$ cat src/rtl/link_mux_pkg.sv
`default_nettype none
// ---------------------------------------------------------------------------
// Module      : link_mux_pkg
// Description : Shared constants, flit type codes and helpers for link_mux.
// Revision    : 1.0 - initial release
// ---------------------------------------------------------------------------
package link_mux_pkg;

   // Default bus geometry
   localparam int c_dataw_default = 66;
   localparam int c_vchw_default  = 1;
   localparam int c_portw_default = 4;

   // Generic enable / disable levels
   localparam logic c_enable  = 1'b1;
   localparam logic c_disable = 1'b0;

   // Flit type field, carried in the top three data bits
   typedef enum logic [2:0] {
      FT_NONE = 3'b000,
      FT_HEAD = 3'b001,
      FT_DATA = 3'b010,
      FT_TAIL = 3'b011
   } flit_type_e;

   // Unrecognised codes behave as DATA so they never open or close a packet
   function automatic flit_type_e decode_flit_type(input logic [2:0] code);
      flit_type_e t;
      case (code)
         3'b000:  t = FT_NONE;
         3'b001:  t = FT_HEAD;
         3'b011:  t = FT_TAIL;
         default: t = FT_DATA;
      endcase
      return t;
   endfunction

endpackage
`default_nettype wire

$ cat src/rtl/link_mux_lock.sv
`default_nettype none
// ---------------------------------------------------------------------------
// Module      : link_mux_lock
// Description : Wormhole lock FSM; picks the active source and holds it from
//               a HEAD flit until the matching TAIL flit has been forwarded.
// Revision    : 1.0 - initial release
// ---------------------------------------------------------------------------
module link_mux_lock
   import link_mux_pkg::*;
(
   input  logic       clk,
   input  logic       rst_,
   input  logic [1:0] i_sel,
   input  logic [1:0] i_valid,
   input  logic [2:0] i_type_0,
   input  logic [2:0] i_type_1,
   output logic       o_src_en,
   output logic       o_src_idx
);

   localparam logic [0:0] c_st_idle   = 1'b0;
   localparam logic [0:0] c_st_locked = 1'b1;

   logic [0:0] r_state;
   logic [0:0] w_state_nxt;
   logic       r_src;
   logic       w_src_nxt;
   logic       w_src_en;
   logic       w_src_idx;
   logic       w_chosen_valid;
   flit_type_e w_chosen_type;

   assign w_chosen_valid = w_src_en & i_valid[w_src_idx];
   assign w_chosen_type  = decode_flit_type(w_src_idx ? i_type_1 : i_type_0);

   // State register: lock state and latched source index
   always_ff @(posedge clk) begin
      if (!rst_) begin
         r_state <= c_st_idle;
         r_src   <= 1'b0;
      end else begin
         r_state <= w_state_nxt;
         r_src   <= w_src_nxt;
      end
   end

   // Next state: open on a valid HEAD, close on a valid TAIL, freeze when invalid
   always_comb begin
      w_state_nxt = r_state;
      w_src_nxt   = r_src;
      case (r_state)
         c_st_idle: begin
            if (w_chosen_valid && (w_chosen_type == FT_HEAD)) begin
               w_state_nxt = c_st_locked;
               w_src_nxt   = w_src_idx;
            end
         end
         c_st_locked: begin
            if (w_chosen_valid && (w_chosen_type == FT_TAIL)) begin
               w_state_nxt = c_st_idle;
            end
         end
         default: begin
            w_state_nxt = c_st_idle;
         end
      endcase
   end

   // Output: latched source while locked, otherwise priority select (input 0 first)
   always_comb begin
      w_src_en  = c_disable;
      w_src_idx = 1'b0;
      if (r_state == c_st_locked) begin
         w_src_en  = c_enable;
         w_src_idx = r_src;
      end else if (i_sel[0]) begin
         w_src_en  = c_enable;
         w_src_idx = 1'b0;
      end else if (i_sel[1]) begin
         w_src_en  = c_enable;
         w_src_idx = 1'b1;
      end
   end

   assign o_src_en  = w_src_en;
   assign o_src_idx = w_src_idx;

endmodule
`default_nettype wire

$ cat src/rtl/link_mux.sv
`default_nettype none
// ---------------------------------------------------------------------------
// Module      : link_mux
// Description : Two-input wormhole flit multiplexer with registered output.
//               A packet that has started on one input owns the output until
//               its TAIL flit, independent of the select bus.
// Revision    : 1.0 - initial release
// ---------------------------------------------------------------------------
module link_mux
   import link_mux_pkg::*;
#(
   parameter int DATAW = c_dataw_default,
   parameter int VCHW  = c_vchw_default,
   parameter int PORTW = c_portw_default
) (
   input  logic             clk,
   input  logic             rst_,
   input  logic [DATAW:0]   idata_0,
   input  logic             ivalid_0,
   input  logic [VCHW:0]    ivch_0,
   input  logic [DATAW:0]   idata_1,
   input  logic             ivalid_1,
   input  logic [VCHW:0]    ivch_1,
   input  logic [PORTW:0]   sel,
   output logic [DATAW:0]   odata,
   output logic             ovalid,
   output logic [VCHW:0]    ovch
);

   logic             w_src_en;
   logic             w_src_idx;
   logic [DATAW:0]   w_mux_data;
   logic             w_mux_valid;
   logic [VCHW:0]    w_mux_vch;
   logic [DATAW:0]   r_odata;
   logic             r_ovalid;
   logic [VCHW:0]    r_ovch;

   link_mux_lock u_lock (
      .clk       (clk),
      .rst_      (rst_),
      .i_sel     (sel[1:0]),
      .i_valid   ({ivalid_1, ivalid_0}),
      .i_type_0  (idata_0[DATAW:DATAW-2]),
      .i_type_1  (idata_1[DATAW:DATAW-2]),
      .o_src_en  (w_src_en),
      .o_src_idx (w_src_idx)
   );

   // Upper select bits carry no meaning for a two-input mux
   generate
      if (PORTW >= 2) begin : g_sel_unused
         logic w_unused_sel_hi;
         assign w_unused_sel_hi = ^sel[PORTW:2];
      end
   endgenerate

   assign w_mux_data  = w_src_idx ? idata_1  : idata_0;
   assign w_mux_valid = w_src_idx ? ivalid_1 : ivalid_0;
   assign w_mux_vch   = w_src_idx ? ivch_1   : ivch_0;

   // Output register: zero when no source, hold data/vc on an invalid cycle
   always_ff @(posedge clk) begin
      if (!rst_) begin
         r_odata  <= '0;
         r_ovalid <= c_disable;
         r_ovch   <= '0;
      end else if (!w_src_en) begin
         r_odata  <= '0;
         r_ovalid <= c_disable;
         r_ovch   <= '0;
      end else if (w_mux_valid) begin
         r_odata  <= w_mux_data;
         r_ovalid <= c_enable;
         r_ovch   <= w_mux_vch;
      end else begin
         r_ovalid <= c_disable;
      end
   end

   assign odata  = r_odata;
   assign ovalid = r_ovalid;
   assign ovch   = r_ovch;

endmodule
`default_nettype wire

$ cat config.mk
export PLATFORM = sky130hd
export DESIGN_NAME = link_mux
export DESIGN_NICKNAME = d
export VERILOG_FILES = /design/src/rtl/link_mux_pkg.sv /design/src/rtl/link_mux_lock.sv /design/src/rtl/link_mux.sv
export SDC_FILE = /design/constraint.sdc
export NUM_CORES = 1
export LEC_CHECK = 0
export ABC_AREA = 0
export ABC_CLOCK_PERIOD_IN_PS = 2000
export BUFFER_PORTS_ARGS = -buffer_cell sky130_fd_sc_hd__buf_2
export CAP_MARGIN = 20
export CELL_PAD_IN_SITES_DETAIL_PLACEMENT = 1
export CELL_PAD_IN_SITES_GLOBAL_PLACEMENT = 1
export CORE_MARGIN = 5
export CORE_UTILIZATION = 30
export CTS_BUF_LIST = sky130_fd_sc_hd__clkbuf_4
export CTS_CLUSTER_DIAMETER = 30
export DETAILED_ROUTE_END_ITERATION = 7
export PLACE_DENSITY_LB_ADDON = 0.1
export REMOVE_ABC_BUFFERS = 1
export SETUP_SLACK_MARGIN = 0.1
export SYNTH_ARGS = -nofsm -noshare
export SYNTH_HDL_FRONTEND = slang
export SYNTH_SLANG_ARGS = --single-unit
$ cat constraint.sdc
create_clock -name clk -period 2 [get_ports clk]
set_input_delay 0.2 -clock clk [delete_from_list [all_inputs] [get_ports clk]]
set_output_delay 0.2 -clock clk [all_outputs]
set_load 0.02 [all_outputs]
== Word level (Yosys, flattened, before mapping) ==
Index checks and enable logic that the tools add are counted.

* Equality and inequality tests: 4
* Add/sub/neg operators: 0
* Magnitude comparators: 1
* Multiplexer cells: 15
* Shift operators: 0
* Reduce and logical (&&, ||, !) cells: 5
* Divide/modulo/power cells: 0
* Bitwise operators: 2
* Multipliers: 0

{| class="wikitable"
|+ Operator list
! kind !! count
|-
| $mux 67 || 1
|-
| $mux 1 || 10
|-
| $pmux 2 s3 || 1
|-
| $reduce_and 2->1 || 2
|-
| $eq 3x1->1 const B || 1
|-
| $eq 3x2->1 const B || 1
|-
| $logic_not 3->1 || 1
|-
| $mux 3 || 1
|-
| $eq 2x1->1 const B || 1
|-
| $eq 2x2->1 const B || 1
|-
| $logic_and 1x1->1 || 2
|-
| $lt 1x2->1 const B || 1
|-
| $mux 2 || 1
|-
| $pmux 1 s2 || 1
|-
| $and 1x1->1 || 1
|-
| $not 1->1 || 1
|}

* Bits in latches: 0
* Memory bits (read-only): 0
* Flip-flop bits (word level): 72
* Logic and storage cells: 32
* Input port bits: 147
* RAM bits: 0
* Memories kept: 0
* Output and inout bits: 70

== Logic depth before layout (Yosys ltp) ==
Gate-level depths: netlist of the first run.

* Depth in word-level cells: 10
* Mapped depth: 9
* Gate-level depth less buffers: 4

== By module ==
From an unflattened synthesis of the first run, not the netlist that was laid out.

* Cell total of the unflattened synthesis: 333
* Area, all modules: 3647.2 sq um

{| class="wikitable"
|+ By module, submodules not included
! module !! cells an instance !! instances !! seq. area each (sq um) !! area an instance (sq um)
|-
| link_mux || 310 || 1 || 1401.3 || 3459.6
|-
| link_mux_lock || 23 || 1 || 40.0 || 187.7
|}

== Least setup slack after synthesis of the first run ==
OpenSTA, ideal clock, no wires.

* Path kind: register to register
* Start point: register u_lock.r_state
* End point: register r_odata[15], in the netlist odata[15]
* Setup time: 133 ps
* Clock period less this slack: 1823 ps
* Path buffers: 5
* Data required time: 1867 ps
* Cell stages (with the launch flop): 10
* Slack: 177 ps
* Arrival: 1689 ps
* Cell sequence: dfxtp_1 buf_2 or3b_1 buf_2 a21boi_4 or2_1 buf_2 buf_4 buf_4 a311oi_1

* Cells in the longest elaborated chain, start to end: 2
* Elaborated cells between the ends (all ways): 5
* Those cells by class: 4 x mux; 1 x reduce/logical

{| class="wikitable"
|+ Ends and longest elaborated chain
! what !! RTL line !! text
|-
| from (decl) || link_mux_lock.sv:24 || <nowiki>logic [0:0] r_state;</nowiki>
|-
| from (signal assigned) || link_mux_lock.sv:39 || <nowiki>r_state <= c_st_idle;</nowiki>
|-
| from (signal assigned) || link_mux_lock.sv:42 || <nowiki>r_state <= w_state_nxt;</nowiki>
|-
| $mux 1 || link_mux_lock.sv:73 || <nowiki>if (r_state == c_st_locked) begin</nowiki>
|-
| $mux 67 (tied with other cells) || link_mux.sv:58 || <nowiki>assign w_mux_data = w_src_idx ? idata_1 : idata_0;</nowiki>
|-
| to (signal assigned) || link_mux.sv:73 || <nowiki>r_odata <= w_mux_data;</nowiki>
|-
| to (decl) || link_mux.sv:35 || <nowiki>logic [DATAW:0] r_odata;</nowiki>
|}

Parallel ways exist; a longest one is shown, timed or not.
A chain may end at the register's enable or synchronous reset.

== Worst setup path in the final report of the first run ==
* Start point: register u_lock.r_state
* End point: register r_odata[25], in the netlist odata[25]

Same word-level chain as after synthesis.

==> metrics.log, run 1 <==
[metrics] total of flip-flops plus latches after synthesis: 72
[metrics] number of antenna violations at the first check in global routing: 1
[metrics] total global routing track utilization: 24.0%
[metrics] TritonCTS clock tree: built
[metrics] minimum period implied by the final worst setup slack: 1.83 ns
[metrics] slew at the pin closest to its max-slew limit: just under 0.5 ns
[metrics] maximum number of pins on one net before global-route repair: ~70
[metrics] mean cell area of the mapped netlist: roughly 8.1 um^2
[metrics] Netlist Area Pre-Place: 0.00349 mm^2
[metrics] count of unresolved DRC violations after routing: 0
[metrics] ratio of total power to cell area: just over 600 mW/mm^2
[metrics] status: complete, no violations
[metrics] Num CTS Buffers: 9
[metrics] number of nets still failing antenna checks after routing: 0
[metrics] total number of clock tree sinks: 72
[metrics] count of H-tree levels built during CTS: 3
[metrics] wire length reported by the detailed router: between 15000 and 20000 um
[metrics] Core Region: 0.0114 mm^2
[metrics] fraction of layout cells with a size suffix above 1: 36.4%
[metrics] number of failing hold endpoints at the final stage: 0
[metrics] reg2reg setup slack: between 0.15 and 0.2 ns
[metrics] top fanout value on the critical path: 34
[metrics] Slew HR: just under 70%
[metrics] critical path capture point type: flop
[metrics] worst endpoint data arrival time: between 2 and 2.5 ns
[metrics] crit share post-route: 91.4%
[metrics] Final Max Tran Viols: 0
[metrics] final cell count without fillers: 866
[metrics] cell count after placement: 757
[metrics] RR Endpoint: odata[25]
[metrics] drt first-iter violations: 283
[metrics] routed vias/inst: 5.42
[metrics] # IOs: 217
[metrics] Detailed Routing Iterations Pass 1: 4
[metrics] total of max-cap violations: 0
[metrics] final estimated routing congestion in global placement: 0.765
[metrics] CP bufs+invs: 2
[metrics] wire length of the first global-routing pass: about 27000 um
[metrics] worst hold margin: ~0.03 ns
[metrics] Ys Warns: 0
[metrics] via count: about 4700
[metrics] effective utilization at floorplan: 30.5%
[metrics] Avg WL per Cell: 19.9 um
[metrics] hold path endpoint: odata[10]
[metrics] synthesized instance count: 432
[metrics] Die Footprint: 0.0139 mm^2
[metrics] leakage power of the design: 0.00262 uW
[metrics] final global-route overflow total: 0
[metrics] cell depth of the worst hold path: 3
[metrics] final worst-path setup slack: roughly 0.17 ns
[metrics] cell class contributing the biggest share of worst-path delay: buffers and inverters
[metrics] die extent in y: 118 um
[metrics] number of distinct library cell variants in the gate-level netlist after synthesis: 33
[metrics] maximum count of clock buffers along a single path: 2
[metrics] number of flops mapped to enable cells by yosys: 0
[metrics] Final #Nets: 867
[metrics] Worst Setup Path Type: flop to flop
[metrics] cell at the slowest stage of the critical path: clkbuf_8
[metrics] CTS root buf: clkbuf_4
[metrics] IR drop worst, VDD: 356 uV
[metrics] Placement Rows: 39
[metrics] Final HPWL DP: 9920 um
[metrics] proportion of netlist area held by the largest area contributor: 41.3%
[metrics] Hold Path Class: input pin to flop
[metrics] worst clock skew on the final layout: about 0.019 ns
[metrics] clock-pin slew of the registers on the worst-case setup and hold paths: 0.12 ns
[metrics] Highest Clock Rate: approximately 550 MHz
[metrics] RSZ-0062 raised after global routing: yes
[metrics] Worst setup SP type: flop
[metrics] largest stage delay on the critical path: 0.38 ns
[metrics] vias in the first global route: roughly 5100
[metrics] dominant cell type by area after synthesis: dfxtp_1
[metrics] number of setup violations in the final report: 0
[metrics] area growth from synthesis to layout: 68.8%
[metrics] pre-CTS WS: 0.0898 ns
[metrics] worst hold path startpoint: idata_1[10]
[metrics] Worst-Skew Late Latency: 0.45 ns
[metrics] total of buffers placed on input and output ports: 213
[metrics] post-synthesis async set-or-reset flop share: 0%
[metrics] sum of internal, switching and leakage power: around 3600 uW
[metrics] leading cell types by total area after synthesis: dfxtp_1 41%, a311oi_1 17%, nor3_1 10%
[metrics] data required time at the worst endpoint: 2.35 ns
[metrics] R2R cell count: 6
[metrics] crit path launch: u_lock.r_state
[metrics] critical register-to-register path startpoint: u_lock.r_state
[metrics] portion of the post-synthesis area used by sequential elements: 41.3%
[metrics] cell-by-cell trace of the critical path: buf_4 -> and2_2 -> nor3_4 -> clkbuf_8 -> nor3_1 -> a311oi_1
[metrics] most instantiated flip-flop cell in the synthesis netlist: dfxtp_1
[metrics] die width: between 100 and 150 um
[worst reg2reg max path: stages (launching register included)]
cell and delay, ns:
dfxtp_1 0.33, buf_4 0.17, and2_2 0.24, nor3_4 0.23
clkbuf_8 0.38, nor3_1 0.11, a311oi_1 0.28
[placed cells by master, fill, tap and decap left out, types with 2 or more instances in the layout]
master / Yosys / layout
nor2b_1: 2 / 2
buf_4: 8 / 13
nand3_1: 68 / 68
inv_1: 3 / 3
mux2i_1: 2 / 2
clkbuf_4: 0 / 10
a211oi_1: 2 / 2
nor2_1: 3 / 3
a311oi_2: 0 / 6
nor3_1: 70 / 70
buf_12: 0 / 7
dfxtp_1: 72 / 72
nand2_1: 71 / 69
clkinv_1: 0 / 2
buf_2: 18 / 213
dlygate4sd3_1: 0 / 93
a311oi_1: 67 / 61
[stage by stage]
stage	TNS (ns)	instance area, um^2	util (%)
after floorplan	-179.09	3240	-
after global placement	0	4770	41.7
after detailed placement	0	4770	41.7
after CTS	0	5820	51.0
after global routing	0	5890	51.5
final	0	5890	51.5
[metal layers]
layer,vias to the layer above,track usage [%],wire [um],share of wire (%)
met5,-,0,0,0
met4,0,10.7,554,3.2
met3,42,6.68,1200,6.9
met2,188,40.4,8440,49
met1,2247,28.3,7040,41
li1,2214,-,-,-
[how the worst max path moves through the flow]
stage                            to  slack [ns]  cells after the start
final                     odata[25]        0.17                      6
after global routing      odata[64]        0.07                      6
after CTS                 odata[64]        0.12                      6
after detailed placement   odata[7]        0.09                      6
after global placement    odata[64]        0.15                      5
after floorplan              ovalid       -2.62                      2
[Yosys cell counts (2+ instances only)]
library cell,number
buf_2,18
nor3_1,70
nor2b_1,2
a311oi_1,67
clkbuf_1,26
buf_4,8
nand3_1,68
nand2_1,71
nor2_1,3
a211oi_1,2
dfxtp_1,72
mux2i_1,2
inv_1,3
[power breakdown]
part / total [uW] / internal, uW / switching (uW)
Clock: 772 / 240 / 532
Combinational: 1210 / 544 / 668
Sequential: 1620 / 1560 / 62.1
[logic make-up (layout without fill, tap and decap cells)]
group | Yosys count | count (layout) | synth area share [%]
AND/OR/NAND/NOR | 223 | 223 | 30.3
other | 0 | 1 | 0
flip-flops | 72 | 72 | 41.3
buffers and inverters | 55 | 345 | 7.43
multiplexers | 2 | 2 | 0.574
AO/OA/AOI/OAI | 80 | 80 | 20.4
[flip-flops by register name, indices dropped and copies added, names as in the netlist]
name	cells
odata	67
ovch	2
ovalid	1
u_lock.r_src	1
u_lock.r_state	1
[final cells by class]
class,instances,area (um^2)
fill,1417,5530
timing repair buffer,329,2300
multi-input combinational,305,1860
sequential,72,1440
tap,143,179
clock buffer,10,75.1
clock inverter,3,12.5
inverter,3,11.3
antenna,1,2.50
[repair_timing]
action | in CTS | in global routing
pin swaps | 0 | 1
endpoints found under the setup margin | 12 | 36
cloned | 1 | 1
endpoints found under the hold margin | 56 | 0
hold buffers | 93 | 0
gates resized for setup | 2 | 11
setup buffers | 0 | 0
(Power assumes the default switching activity.)
==> run 2, diff against run 1 <==
- CORE_ASPECT_RATIO: not set -> 0.75
- SKIP_LAST_GASP: not set -> 1
==> run 2 against run 1 <==
  * Sequential share of layout area grew 1.0 points
  * Critical path depth is the same
  * Via count shrank 3.9%
  * Routed wire length shrank 5.8%
==> metrics.log, run 2 (synthesized netlist as in run 1, its figures left out) <==
[metrics] status: complete, no violations
[metrics] wire length of the first global-routing pass: 24300 um
[metrics] Final Core Density: 49.2%
[metrics] maximum number of pins on one net before global-route repair: 47
[metrics] number of nets still failing antenna checks after routing: 0
[metrics] Worst setup SP type: flop
[metrics] Placement Rows: 34
[metrics] leakage power of the design: 0.00256 uW
[metrics] vias in the first global route: 4665
[metrics] count of H-tree levels built during CTS: 3
[metrics] final global-route overflow total: 0
[metrics] met2 layer wire length in the routed design: 7480 um
[metrics] via count: approximately 4500
[metrics] Final HPWL DP: 10600 um
[metrics] data required time at the worst endpoint: 2.33 ns
[metrics] sum of internal, switching and leakage power: approximately 3800 uW
[metrics] slew at the pin closest to its max-slew limit: 0.476 ns
[metrics] Detailed Routing Iterations Pass 1: 4
[metrics] Final #Nets: 836
[metrics] critical path capture point type: flop
[metrics] crit path launch: u_lock.r_state
[metrics] Highest Clock Rate: 560 MHz
[metrics] worst endpoint data arrival time: 2.12 ns
[metrics] cell-by-cell trace of the critical path: buf_4 -> and2_1 -> nor3_4 -> or2_2 -> buf_12 -> a311oi_1
[metrics] final cell count without fillers: 839
[metrics] Worst Setup Path Type: flop to flop
[metrics] crit share post-route: 89.3%
[metrics] worst clock skew on the final layout: 0.0136 ns
[metrics] Num CTS Buffers: 9
[metrics] critical register-to-register path startpoint: u_lock.r_state
[metrics] final standard cell area without fillers: 0.00565 mm^2
[metrics] drt first-iter violations: 214
[metrics] total of max-cap violations: 0
[metrics] top fanout value on the critical path: 32
[metrics] ratio of total power to cell area: 679 mW/mm^2
[metrics] effective utilization at floorplan: 30.3%
[metrics] count of unresolved DRC violations after routing: 0
[metrics] wire length reported by the detailed router: 16200 um
[metrics] number of flip-flops in the largest register: 67
[metrics] cell at the slowest stage of the critical path: or2_2
[metrics] Hold Path Class: input pin to flop
[metrics] cell count after placement: 761
[metrics] Final Max Tran Viols: 0
[metrics] number of antenna violations at the first check in global routing: 1
[metrics] Slew HR: roughly 70%
[metrics] Avg WL per Cell: 19.3 um
[metrics] Core Region: 0.0115 mm^2
[metrics] TritonCTS clock tree: built
[metrics] total number of clock tree sinks: a little over 70
[metrics] number of failing hold endpoints at the final stage: 0
[metrics] area growth from synthesis to layout: 62.2%
[metrics] number of setup violations in the final report: 0
[metrics] met3 routed WL: about 1400 um
[metrics] largest stage delay on the critical path: between 0.3 and 0.4 ns
[metrics] total of buffers placed on input and output ports: 213
[metrics] worst hold margin: 0.0334 ns
[metrics] total global routing track utilization: 21.9%
[metrics] most common library cell in the layout ignoring fill and taps: buf_2
[metrics] Worst-Skew Late Latency: 0.44 ns
[metrics] post-detailed-placement cell area: 0.00480 mm^2
[metrics] fraction of layout cells with a size suffix above 1: 39.6%
[metrics] clock-pin slew of the registers on the worst-case setup and hold paths: 0.12 ns
[metrics] number of filler cells placed in the layout: ~1400
[metrics] minimum period implied by the final worst setup slack: 1.79 ns
[metrics] die width: 134 um
[metrics] DR top layer: met4
[metrics] RSZ-0062 raised after global routing: no
[metrics] Met1 Routed Length: 7120 um
[metrics] top library cells by usage in the layout, fill and taps aside: 213 x buf_2, 72 x dfxtp_1, 70 x nor3_1
[metrics] maximum count of clock buffers along a single path: 2
[metrics] Die Footprint: 0.0139 mm^2
[metrics] die extent in y: slightly above 100 um
[metrics] IR drop worst, VDD: 289 uV
[metrics] # IOs: approximately 220
[metrics] CTS root buf: clkbuf_4
[metrics] routed vias/inst: between 5 and 6
[metrics] final estimated routing congestion in global placement: 0.799
[metrics] worst hold path startpoint: idata_1[9]
-- run 2: changes by cell type in the layout (fill, tap and decap cells not counted), moves of 2 or more --
cell / previous run / this run
a311oi_1: 61 / 66
dlygate4sd3_1: 93 / 49
clkinv_2: 1 / 3
a311oi_2: 6 / 1
buf_12: 7 / 11
buf_4: 13 / 21
bufinv_16: 0 / 2
-- run 2: path summary, 6_finish.rpt --
| kind | endpoint | slack (ns) | cells past startpoint |
|---|---|---|---|
| min reg2reg | odata[64] | 0.49 | 2 |
| min | odata[9] | 0.03 | 3 |
| max reg2reg | odata[31] | 0.21 | 6 |
| max | odata[31] | 0.21 | 6 |
-- run 2: area by class of cell --
type                       count  area, um^2  area share [%]
timing repair buffer         298        2030            35.9
multi-input combinational    305        1840            32.5
sequential                    72        1440            25.5
tap                          144         180            3.19
clock inverter                 7        86.3            1.53
clock buffer                   9        67.6            1.19
inverter                       3        11.3           0.199
antenna                        1        2.50          0.0443
-- run 2: power breakdown --
part           internal (uW)  switching [uW]  leakage, uW
logic                    520             645      0.00188
registers               1560            60.6     0.000594
clock network            496             558    0.0000831
total                   2570            1260      0.00256
-- run 2: metal layers --
layer / up-vias / GRT usage (%)
li1: 2154 / -
met1: 2157 / 27.3
met2: 179 / 36.6
met3: 16 / 7.88
met4: 0 / 5.56
met5: - / 0
-- run 2: worst max-delay path, delay by kind of cell (launching register included) --
family	cells	cell delay, ns
simple gates	3	0.70
buf+inv	2	0.37
flops	1	0.35
compound gates	1	0.24
-- run 2: per-stage QoR --
step,TNS [ns],worst slack (ns)
floorplan,-179.09,-2.62
global placement,0,0.0959
detailed placement,0,0.0861
CTS,0,0.101
global route,0,0.0872
finish,0,0.214
-- run 2: repair_timing --
item / in CTS / in global routing
resized for setup: 2 / 6
hold endpoints to repair: 24 / 14
pin swaps: 1 / 1
setup buffers: 3 / 6
cloned: 1 / 2
hold buffers: 31 / 18
endpoints found under the setup margin: 5 / 49
==> run 3, diff against run 2 <==
- CORE_ASPECT_RATIO: 0.75 -> 0.7
==> run 3 against run 2 <==
  * Cell count shrank 5.0%
  * Fmax shrank 2.2%
  * Non-clock buffer count shrank 47
  * Utilization shrank 3.9 points
  * Combinational power shrank 9%
  * Sequential power is essentially flat
  * Sequential cell count is the same
  * Clock power shrank 27%
  * Worst setup slack lost 0.040 ns
  * Critical path depth grew 1
  * Routed wire length shrank 3.0%
  * Die area is essentially flat
  * Critical endpoint is now odata[20]
==> metrics.log, run 3 (synthesized netlist as in run 1, its figures left out) <==
[metrics] clock-pin slew of the registers on the worst-case setup and hold paths: approximately 0.12 ns
[metrics] top fanout value on the critical path: 17
[metrics] data required time at the worst endpoint: around 2.3 ns
[metrics] drt first-iter violations: 105
[metrics] number of nets still failing antenna checks after routing: 0
[metrics] vias in the first global route: between 4000 and 5000
[metrics] Avg WL per Cell: just under 20 um
[metrics] effective utilization at floorplan: 31.2%
[metrics] crit share post-route: 91.3%
[metrics] wire length of the first global-routing pass: about 24000 um
[metrics] Final #Nets: roughly 800
[metrics] most common library cell in the layout ignoring fill and taps: buf_2
[metrics] Slew HR: 69.3%
[metrics] Die Footprint: approximately 0.014 mm^2
[metrics] count of H-tree levels built during CTS: 3
[metrics] number of flip-flops in the largest register: 67
[metrics] worst endpoint data arrival time: ~2.2 ns
[metrics] TritonCTS clock tree: built
[metrics] area growth from synthesis to layout: 45.3%
[metrics] die extent in y: 100 um
[metrics] final estimated routing congestion in global placement: roughly 0.79
[metrics] # IOs: 217
[metrics] Worst-Skew Late Latency: roughly 0.42 ns
[metrics] ratio of total power to cell area: 681 mW/mm^2
[metrics] Highest Clock Rate: 548 MHz
[metrics] total number of clock tree sinks: 72
[metrics] final worst-path setup slack: 0.174 ns
[metrics] status: complete, no violations
[metrics] Hold Path Class: input pin to flop
[metrics] Worst setup SP type: flop
[metrics] count of unresolved DRC violations after routing: 0
[metrics] wire length reported by the detailed router: 15700 um
[metrics] cell class contributing the biggest share of worst-path delay: simple AND/OR/NAND/NOR gates
[metrics] Antenna diodes: 0
[metrics] final standard cell area without fillers: between 0.005 and 0.006 mm^2
[metrics] largest stage delay on the critical path: 0.36 ns
[metrics] IR drop worst, VDD: 284 uV
[metrics] number of failing hold endpoints at the final stage: 0
[metrics] CTS root buf: clkbuf_4
[metrics] CP bufs+invs: 3
[metrics] Final Max Tran Viols: 0
[metrics] maximum number of pins on one net before global-route repair: 70
[metrics] fraction of layout cells with a size suffix above 1: 41.5%
[metrics] cell count after placement: 767
[metrics] RSZ-0062 raised after global routing: yes
[metrics] Detailed Routing Iterations Pass 1: 4
[metrics] maximum count of clock buffers along a single path: 2
[metrics] Final HPWL DP: 10500 um
[metrics] Core Region: between 0.01 and 0.015 mm^2
[metrics] slew at the pin closest to its max-slew limit: 0.460 ns
[metrics] post-detailed-placement cell area: 0.00473 mm^2
[metrics] total global routing track utilization: 21.0%
[metrics] final cell count without fillers: around 800
[metrics] worst clock skew on the final layout: 0.0113 ns
[metrics] total of buffers placed on input and output ports: 213
[metrics] worst hold margin: 0.0346 ns
[metrics] number of antenna violations at the first check in global routing: 0
[metrics] cell type with the highest occurrence count on the critical path: buf_4
[metrics] final global-route overflow total: 0
[metrics] routed vias/inst: around 5.4
[metrics] pre-CTS WS: -0.0189 ns
[metrics] Worst Setup Path Type: flop to flop
[metrics] via count: 4327
[metrics] total of max-cap violations: 0
[metrics] critical path capture point type: flop
[metrics] minimum period implied by the final worst setup slack: 1.83 ns
[metrics] leakage power of the design: 0.00230 uW
[metrics] cell-by-cell trace of the critical path: buf_4 -> and2_2 -> nor3_4 -> buf_4 -> buf_12 -> nor3_1 -> a311oi_1
[metrics] top library cells by usage in the layout, fill and taps aside: 213 x buf_2, 71 x dfxtp_1, 70 x nor3_1
[metrics] die width: between 100 and 150 um
[metrics] cell at the slowest stage of the critical path: dfxtp_2
[metrics] Num CTS Buffers: 9
[metrics] Placement Rows: 32
[metrics] number of setup violations in the final report: 0
run 3: changes by cell type in the layout (fill, tap and decap cells not counted), sizes merged, moves of 2 or more:
cell         previous run  this run
buf                   246       242
bufinv                  2         0
clkinv                  4         2
dlygate4sd3            49         8
run 3: final timing paths:
kind | cells after the start | endpoint | slack, ns | from
worst max-delay path | 7 | odata[20] | 0.17 | u_lock.r_state
worst max register to register | 7 | odata[20] | 0.17 | u_lock.r_state
worst min-delay path | 3 | odata[57] | 0.03 | idata_1[57]
worst min register to register | 2 | odata[64] | 0.48 | odata[64]
run 3: worst register-to-register path, stage by stage, from the launching register on:
cell	delay [ns]
dfxtp_2	0.36
buf_4	0.16
and2_2	0.23
nor3_4	0.32
buf_4	0.18
buf_12	0.17
nor3_1	0.07
a311oi_1	0.24
run 3: repair_timing:
item                                   in CTS  in global routing
endpoints found under the hold margin       6                  2
pin swaps                                   1                 18
gates cloned                                0                  2
hold buffers                                6                  2
setup endpoints to repair                  69                 61
gates resized for setup                     5                 14
buffers inserted                            0                  7
run 3: routing by layer:
metal  vias to the layer above  track usage, %  share of wire, %
met2                       170            35.7                47
met1                      2085            25.8                43
li1                       2062               -                 -
met3                        10            7.90               8.4
met4                         0            4.29              0.65
met5                         -               0                 0
run 3: final cells by class:
class,instances,area [um^2]
clock inverters,2,10.0
multi-input cells,305,1820
well taps,153,191
flip-flops and latches,72,1440
repair buffers,251,1510
clock buffers,11,82.6
fillers,1400,6100
inverters,3,11.3
run 3: where the power goes:
group	switching [uW]	leakage [uW]	internal, uW
sequential	61.6	0.000594	1560
clock	506	0.0000584	261
combinational	624	0.00164	439
total	1190	0.00230	2260
run 3: per-stage QoR:
stage / utilization [%] / TNS [ns] / total power [uW]
final: 45.4 / 0 / 3450
after CTS: 43.9 / 0 / 3450
after detailed placement: 42.3 / -0.0189 / 2650
after floorplan: - / -179.09 / 2190
after global placement: 42.3 / 0 / 2620
after global routing: 45.4 / 0 / 3660
